**src/rtl/legv8_pkg.sv**
```systemverilog
// LEGv8 opcodes and encoder/loader types shared by the encoder, the loader and the decoders.
package legv8_pkg;

    typedef enum logic [2:0] {
        OP_ADD  = 3'd0,
        OP_SUB  = 3'd1,
        OP_AND  = 3'd2,
        OP_ORR  = 3'd3,
        OP_LDUR = 3'd4,
        OP_STUR = 3'd5,
        OP_CBZ  = 3'd6,
        OP_MOVZ = 3'd7
    } enc_op_t;

    typedef enum logic [1:0] {
        IDLE  = 2'd0,
        RUN   = 2'd1,
        WRITE = 2'd2,
        DONE  = 2'd3
    } state_t;

    localparam logic [10:0] OPC_ADD  = 11'b10001011000;
    localparam logic [10:0] OPC_SUB  = 11'b11001011000;
    localparam logic [10:0] OPC_AND  = 11'b10001010000;
    localparam logic [10:0] OPC_ORR  = 11'b10101010000;
    localparam logic [10:0] OPC_LDUR = 11'b11111000010;
    localparam logic [10:0] OPC_STUR = 11'b11111000000;
    localparam logic [7:0]  OPC_CBZ  = 8'b10110100;
    localparam logic [8:0]  OPC_MOVZ = 9'b110100101;

    // addr9 fits iff bits [18:8] of the signed immediate are all copies of the sign bit
    function automatic logic d_imm_in_range(input logic [18:0] imm);
        return (imm[18:8] == '0) || (imm[18:8] == '1);
    endfunction

endpackage

```
**src/rtl/instr_encode.sv**
```systemverilog
// Combinational LEGv8 encoder: symbolic request fields to a 32-bit machine word.
module instr_encode
    import legv8_pkg::*;
(
    input  logic [2:0]  op,
    input  logic [4:0]  rd,
    input  logic [4:0]  rn,
    input  logic [4:0]  rm,
    input  logic [18:0] imm,
    input  logic [1:0]  hw,
    output logic [31:0] word,
    output logic        range_err
);

    enc_op_t op_e;
    assign op_e = enc_op_t'(op);

    always_comb begin
        word      = '0;
        range_err = 1'b0;
        case (op_e)
            OP_ADD:  word = {OPC_ADD, rm, 6'b0, rn, rd};
            OP_SUB:  word = {OPC_SUB, rm, 6'b0, rn, rd};
            OP_AND:  word = {OPC_AND, rm, 6'b0, rn, rd};
            OP_ORR:  word = {OPC_ORR, rm, 6'b0, rn, rd};
            OP_LDUR: begin
                word      = {OPC_LDUR, imm[8:0], 2'b00, rn, rd};
                range_err = !d_imm_in_range(imm);
            end
            OP_STUR: begin
                word      = {OPC_STUR, imm[8:0], 2'b00, rn, rd};
                range_err = !d_imm_in_range(imm);
            end
            OP_CBZ:  word = {OPC_CBZ, imm, rd};
            OP_MOVZ: begin
                word      = {OPC_MOVZ, hw, imm[15:0], rd};
                range_err = (imm[18:16] != 3'b000);
            end
            default: word = '0;
        endcase
    end

endmodule

```
**src/rtl/instr_encoder_loader.sv**
```systemverilog
// Accepts symbolic instruction requests, encodes them and writes them
// sequentially into instruction memory through a stallable write port.
module instr_encoder_loader
    import legv8_pkg::*;
#(
    parameter int ADDR_W    = 6,
    parameter int DEPTH     = 64,
    parameter int BASE_ADDR = 0
) (
    input  logic              clk,
    input  logic              reset,
    input  logic              start,
    input  logic              req_valid,
    output logic              req_ready,
    input  logic [2:0]        req_op,
    input  logic [4:0]        req_rd,
    input  logic [4:0]        req_rn,
    input  logic [4:0]        req_rm,
    input  logic [18:0]       req_imm,
    input  logic [1:0]        req_hw,
    input  logic              req_last,
    output logic              imem_we,
    output logic [ADDR_W-1:0] imem_addr,
    output logic [31:0]       imem_wdata,
    input  logic              imem_ready,
    output logic              busy,
    output logic              done,
    output logic [ADDR_W:0]   count,
    output logic              err_range,
    output logic              err_full
);

    localparam logic [ADDR_W-1:0] BASE_C  = ADDR_W'(BASE_ADDR);
    localparam logic [ADDR_W:0]   DEPTH_C = (ADDR_W + 1)'(DEPTH);

    state_t            state, state_next;
    logic [ADDR_W-1:0] addr_q;
    logic [ADDR_W:0]   count_q;
    logic [ADDR_W:0]   count_inc;
    logic [31:0]       word_q;
    logic              last_q;
    logic              err_range_q;
    logic              err_full_q;

    logic [31:0]       enc_word;
    logic              enc_range_err;

    logic              start_run;
    logic              accept;
    logic              write_ok;
    logic              hit_full;

    instr_encode u_encode (
        .op        (req_op),
        .rd        (req_rd),
        .rn        (req_rn),
        .rm        (req_rm),
        .imm       (req_imm),
        .hw        (req_hw),
        .word      (enc_word),
        .range_err (enc_range_err)
    );

    assign count_inc = count_q + 1'b1;

    always_ff @(posedge clk or posedge reset) begin
        if (reset) state <= IDLE;
        else       state <= state_next;
    end

    always_comb begin
        state_next = state;
        req_ready  = 1'b0;
        imem_we    = 1'b0;
        busy       = 1'b0;
        done       = 1'b0;
        start_run  = 1'b0;
        accept     = 1'b0;
        write_ok   = 1'b0;
        hit_full   = 1'b0;
        case (state)
            IDLE: begin
                if (start) begin
                    start_run  = 1'b1;
                    state_next = RUN;
                end
            end
            RUN: begin
                busy      = 1'b1;
                req_ready = 1'b1;
                if (req_valid) begin
                    accept     = 1'b1;
                    state_next = WRITE;
                end
            end
            WRITE: begin
                busy    = 1'b1;
                imem_we = 1'b1;
                if (imem_ready) begin
                    write_ok = 1'b1;
                    if (last_q) begin
                        state_next = DONE;
                    end else if (count_inc == DEPTH_C) begin
                        hit_full   = 1'b1;
                        state_next = DONE;
                    end else begin
                        state_next = RUN;
                    end
                end
            end
            DONE: begin
                done = 1'b1;
                if (start) begin
                    start_run  = 1'b1;
                    state_next = RUN;
                end
            end
            default: state_next = IDLE;
        endcase
    end

    always_ff @(posedge clk or posedge reset) begin
        if (reset) begin
            addr_q      <= BASE_C;
            count_q     <= '0;
            word_q      <= '0;
            last_q      <= 1'b0;
            err_range_q <= 1'b0;
            err_full_q  <= 1'b0;
        end else begin
            if (start_run) begin
                addr_q      <= BASE_C;
                count_q     <= '0;
                err_range_q <= 1'b0;
                err_full_q  <= 1'b0;
            end
            if (accept) begin
                word_q <= enc_word;
                last_q <= req_last;
                if (enc_range_err) err_range_q <= 1'b1;
            end
            // address wraps naturally at 2**ADDR_W
            if (write_ok) begin
                count_q <= count_inc;
                addr_q  <= addr_q + 1'b1;
                if (hit_full) err_full_q <= 1'b1;
            end
        end
    end

    assign imem_addr  = addr_q;
    assign imem_wdata = word_q;
    assign count      = count_q;
    assign err_range  = err_range_q;
    assign err_full   = err_full_q;

endmodule

```
**config.mk**
```make
export PLATFORM = sky130hd
export DESIGN_NAME = instr_encoder_loader
export DESIGN_NICKNAME = d
export VERILOG_FILES = /design/src/rtl/legv8_pkg.sv /design/src/rtl/instr_encode.sv /design/src/rtl/instr_encoder_loader.sv
export SDC_FILE = /design/constraint.sdc
export NUM_CORES = 1
export LEC_CHECK = 0
export CORE_MARGIN = 1
export CORE_UTILIZATION = 30
export DETAILED_ROUTE_END_ITERATION = 12
export PLACE_DENSITY = 0.65
export SETUP_SLACK_MARGIN = 0.3
export SLEW_MARGIN = 20
export SYNTH_ARGS = -nofsm -noshare
export SYNTH_HDL_FRONTEND = slang
export SYNTH_SLANG_ARGS = --single-unit
```
**constraint.sdc**
```tcl
create_clock -name clk -period 2.3 [get_ports clk]
set_input_delay 0.575 -clock clk [delete_from_list [all_inputs] [get_ports clk]]
set_output_delay 0.575 -clock clk [all_outputs]
set_load 0.05 [all_outputs]
```
Word level (Yosys, flattened, before mapping). Index checks and enable logic that the tools add are counted.

Register bits after elaboration: 50. Input port bits: 45. Output and inout bits: 51. Word-level logic and storage cells: 67.

$add $sub $neg: 2. Equality and inequality tests: 15. Multiplexer cells: 32. Reductions and logical operators: 11.

Operators by type and width (number): case mux 32 bit (8 select lines) (1); two-way mux 1 bit (20); two-way mux 7 bit (2); == test 3 bit (second input constant) (4); two-way mux 6 bit (2); == test 11 bit (second input constant) (1); logical NOT 11 bit (1); two-way mux 2 bit (5); adder 7 x 1 -> 7 bit (second input constant) (1); == test 7 bit (second input constant) (1); adder 6 x 1 -> 6 bit (second input constant) (1); == test 3 x 2 -> 1 bit (second input constant) (2); case mux 2 bit (3 select lines) (1); OR reduction 2 bit (3); == test 2 bit (second input constant) (2); != test 2 bit (second input constant) (2); == test 3 x 1 -> 1 bit (second input constant) (1); logical NOT 3 bit (1); AND reduction 3 bit (1); nonzero test 3 bit (1); == test 2 x 1 -> 1 bit (second input constant) (1); logical NOT 2 bit (1); != test 2 x 1 -> 1 bit (second input constant) (1); case mux 1 bit (2 select lines) (1); other kinds (3) (3).

Depth between registers and ports, before layout.
Depth after elaboration: 8. Gate-level depth with buffers: 8. Mapped depth without buffers: 6.

Modules after synthesis. From an unflattened synthesis, not the netlist that was laid out.

Cell total of the unflattened synthesis: 246. Area total of the unflattened synthesis: 2651.3 µm².

By module, submodules not included: instr_encoder_loader (times used 1, cells each 176, area each 2173.3 µm², seq. area each 1251.2 µm²); instr_encode (times used 1, cells each 70, area each 478.0 µm², seq. area each 0.0 µm²).

Worst setup path after synthesis. Ideal clock, no wire load.

Path type: register to register. From: register state[0]. To: register count_q[3] (netlist: count[3]). Library setup time: 146 ps. Data arrival time: 1793 ps. Required time: 2154 ps. Setup slack: 361 ps. Stages on the path, launching flop included: 9. Buffers on the path: 2. Period minus slack after synthesis: 1939 ps. Cells stage by stage: dfrtp_1 > inv_1 > ha_1 > and2_1 > buf_2 > a21oi_2 > buf_2 > o21ai_0 > o31ai_1.

Cells in the longest elaborated chain, start to end: 4. Elaborated cells between the ends (all ways): 8. Classes of those cells: eq/ne: 2; mux: 3; reduce/logical: 3.

Ends and longest elaborated chain: start: declaration (line instr_encoder_loader.sv:36) `state_t state, state_next;`; start signal: assignment (line instr_encoder_loader.sv:68) `else state <= state_next;`; == test 2 bit / logical NOT 2 bit (equally long branches) (line instr_encoder_loader.sv:81) `case (state)`; OR reduction 2 bit (no source line); two-way mux 1 bit; nonzero test 2 bit (no source line); end signal: assignment (line instr_encoder_loader.sv:144) `count_q <= count_inc;`; end: declaration (line instr_encoder_loader.sv:38) `logic [ADDR_W:0] count_q;`.

Several ways; a longest one is shown, not always the timed one. A chain may end at the register's enable or synchronous reset.

Worst setup path in the final report.
From: register state[1]. To: output req_ready.

Cells in the longest elaborated chain, start to end: 2.

Ends and longest elaborated chain: == test 2 x 1 -> 1 bit (line instr_encoder_loader.sv:81); two-way mux 1 bit (line instr_encoder_loader.sv:81); end: declaration (line instr_encoder_loader.sv:14) `output logic req_ready,`.

No other way between the ends.

==> flow_summary_export.csv <==
group,metric,value,unit
run_status,status,"complete, no violations",
timing,rsz0062_at_grt,"false",
cells_and_area,area_growth,49.27,%
power,power_density,1222,nW/µm²
global_route,grt_start_max_net_pins,51,
critical_path,startpoint_type,"flop",
floorplanning,start_util,0.3152,
clock_network,cts.sinks,50,
power,peakVddDrop,0.0007345,V
critical_path,r2r_slack,0.48,ns
critical_path,cp_max_fo,5,
cells_and_area,fill_cells,807,
place,hpwl,5139,µm
floorplanning,io-pin-count,96,
power,p_leak,1.799,nW
clock_network,clkTransAtPathRegs,0.09,ns
global_route,antenna_found_initial,0,
critical_path,crit_type,"flop to output port",
clock_network,h-tree-depth,2,
logic_synthesis,synthMuxAreaShare,0.09712,
logic_synthesis,synth_compound_area_frac,0.1710,
logic_synthesis,synth_area_per_cell,9.855,µm²
cells_and_area,drive_gt1_frac,0.1253,
drt,vias,2239,
timing,maxSlewHeadroom,0.6486,
timing,finalHoldViolations,0,
floorplanning,die-area,8613,µm²
logic_synthesis,synth-seq-cells,50,
cells_and_area,layout_common_cells,"dfrtp_1 (50), dlygate4sd2_1 (47), clkdlybuf4s50_1 (44), nand2_1 (38), o21ai_0 (32)",
logic_synthesis,mappedNetlistArea,2474,µm²
timing,fin_ws,0.3608,ns
critical_path,crit_path_end_kind,"output port",
drt,route.detailed.drc,0,
timing,setup_viol,0,
clock_network,cts_tree,"yes",
logic_synthesis,synth-adder-area-share,0.03541,
logic_synthesis,ys_seq_area_frac,0.5058,
logic_synthesis,netlist_instances,251,
cells_and_area,finalNetCount,410,
drt,via_per_inst,4.857,
drt,drt-initial-drc-count,75,
run,cap_viol_max_count,0,
timing,min_period_over_period,0.8431,
clock_network,numCtsBuffers,5,
drt,avgRoutedWirePerCell,14.87,µm
critical_path,crit_required,1.73,ns
logic_synthesis,ys_warn_count,0,
worst_hold_path,min_path_type,"flop to flop",
floorplanning,fp.dieH,92.81,µm
timing,skew,0.003822,ns
logic_synthesis,synth_top_family_by_area,"compound AO/OA/AOI/OAI gates",
clock_network,clock_path_buffers,2,
place,dp.cells,452,
clock_network,clkLatencyLatePin,0.29,ns
timing,fin_crit,1.939,ns
clock_network,root_buffer,"clkbuf_8",
logic_synthesis,synth_xor_area_frac,0.007081,
critical_path,cp.arrival,1.36,ns
drt,wl,6856,µm
place,portBuffers,95,
drt,detail-route-antenna-nets,0,
global_route,grt_pass1_wl,10870,µm
timing,slew_viol_final,0,
place,place_congestion,0.8037,
cells_and_area,final_cells,461,
cells_and_area,layout_commonest_cell,"dfrtp_1",
logic_synthesis,syn_nets,303,
floorplanning,rows,32,
floorplanning,die_w,92.81,µm
timing,setup_tns,0,ns
global_route,grt_pass1_vias,2144,
place,dp_slack,0.1181,ns
clock_network,cts_hold_buffers,0,
timing,timing.fmax,515.7,MHz
drt,firstDrtPassIters,6,
timing,tightest_slew,0.5292,ns
logic_synthesis,yosys.area_share.simple,0.1447,
global_route,grt_overflow,0,
logic_synthesis,synth_cell_types,38,
cells_and_area,diodes,0,
global_route,grt_usage,0.1603,
floorplanning,core,7848,µm²
==> worst max-delay path, stage by stage, from the launching register on <==
cell and delay [ns]:
dfrtp_1 0.46, inv_1 0.11, ha_1 0.26, buf_4 0.24
==> flip-flops by register name, indices dropped and copies added (netlist names) <==
register / flops
imem_wdata: 32
count: 7
state: 2
err_full: 1
imem_addr: 6
last_q: 1
err_range: 1
==> per-layer routing <==
layer	vias to the layer above	global-route usage	wire, µm
li1	1103	-	-
met1	1052	0.2237	3259
met2	79	0.2580	3148
met3	5	0.03448	417
met4	0	0.02692	29
met5	-	0	0
==> stage by stage <==
step | utilization | cell area, µm² | power, W | hold WS [ns]
floorplan | - | 2474 | 0.003145 | 0.4462
global placement | 0.4633 | 3636 | 0.004135 | 0.4505
detailed placement | 0.4633 | 3636 | 0.004180 | 0.4665
CTS | 0.4683 | 3675 | 0.004527 | 0.4863
global route | 0.4705 | 3692 | 0.004768 | 0.5066
finish | 0.4705 | 3692 | 0.004511 | 0.4779
==> report_power, final <==
group / total, W / switching (W) / internal [W]
Combinational: 0.00262 / 0.00178 / 0.000833
Clock: 0.000534 / 0.000292 / 0.000242
Sequential: 0.00136 / 0.000176 / 0.00118
Total: 0.00451 / 0.00225 / 0.00226
==> layout make-up <==
cell class | instances | area (µm²) | area share
repair buffers | 113 | 1042 | 0.2823
multi-input cells | 178 | 1139 | 0.3084
well taps | 102 | 127.6 | 0.03456
clock buffers | 6 | 82.58 | 0.02237
flip-flops and latches | 50 | 1251 | 0.3389
inverters | 10 | 37.54 | 0.01017
clock inverters | 2 | 12.51 | 0.003389
==> cell usage after synthesis <==
master,number,share of area
inv_1,10,0.015
clkbuf_1,5,0.0076
o21ai_1,2,0.0040
nor4_1,3,0.0076
nand4_1,4,0.010
xnor2_1,1,0.0035
nand3_1,4,0.0081
a21oi_1,10,0.020
mux2i_1,15,0.061
nand3b_1,1,0.0030
a31oi_1,3,0.0076
nor2_1,16,0.024
nand2_1,38,0.058
or2_2,1,0.0025
o41ai_1,2,0.0071
and2_1,3,0.0076
nor3b_1,1,0.0030
nor4_2,1,0.0051
nand2b_1,1,0.0025
buf_2,8,0.016
a21o_1,1,0.0030
a21oi_2,1,0.0035
xor2_1,1,0.0035
dfrtp_1,50,0.51
ha_1,7,0.035
a22o_1,6,0.021
o311ai_2,1,0.0066
o2bb2ai_1,1,0.0035
mux2_2,8,0.036
a41oi_1,1,0.0035
and3_1,2,0.0051
o21ai_0,32,0.065
nor3_1,2,0.0040
nand3_2,1,0.0040
o311ai_0,1,0.0035
a21boi_0,1,0.0030
a222oi_1,1,0.0040
o31ai_1,5,0.015
==> path summary, 6_finish.rpt <==
| check | startpoint | endpoint | depth (start not counted) |
|---|---|---|---|
| max | state[1]$_DFFE_PP0P_ | req_ready | 3 |
| min | imem_wdata[31]$_DFFE_PP0P_ | imem_wdata[31]$_DFFE_PP0P_ | 1 |
| max reg2reg | state[1]$_DFFE_PP0P_ | state[1]$_DFFE_PP0P_ | 6 |
| min reg2reg | imem_wdata[31]$_DFFE_PP0P_ | imem_wdata[31]$_DFFE_PP0P_ | 1 |
| max in group asynchronous | reset | imem_wdata[3]$_DFFE_PP0P_ | 3 |
| min in group asynchronous | reset | imem_addr[5]$_DFFE_PP0P_ | 3 |
==> timing repair <==
action | 4_1_cts | 5_1_grt
gates resized for setup | 48 | 1
setup endpoints to repair | 48 | 1
pin swaps | 0 | 0
endpoints found under the hold margin | 0 | 0
setup buffers | 0 | 1
==> kinds of logic after synthesis <==
logic type | after synthesis
multiplexers | 23
XOR/XNOR | 2
buffers and inverters | 23
adder cells (fa/ha/maj) | 7
flip-flops | 50
AND/OR/NAND/NOR | 78
AO/OA/AOI/OAI | 68
No activity file was read; power rests on OpenSTA's default activity.
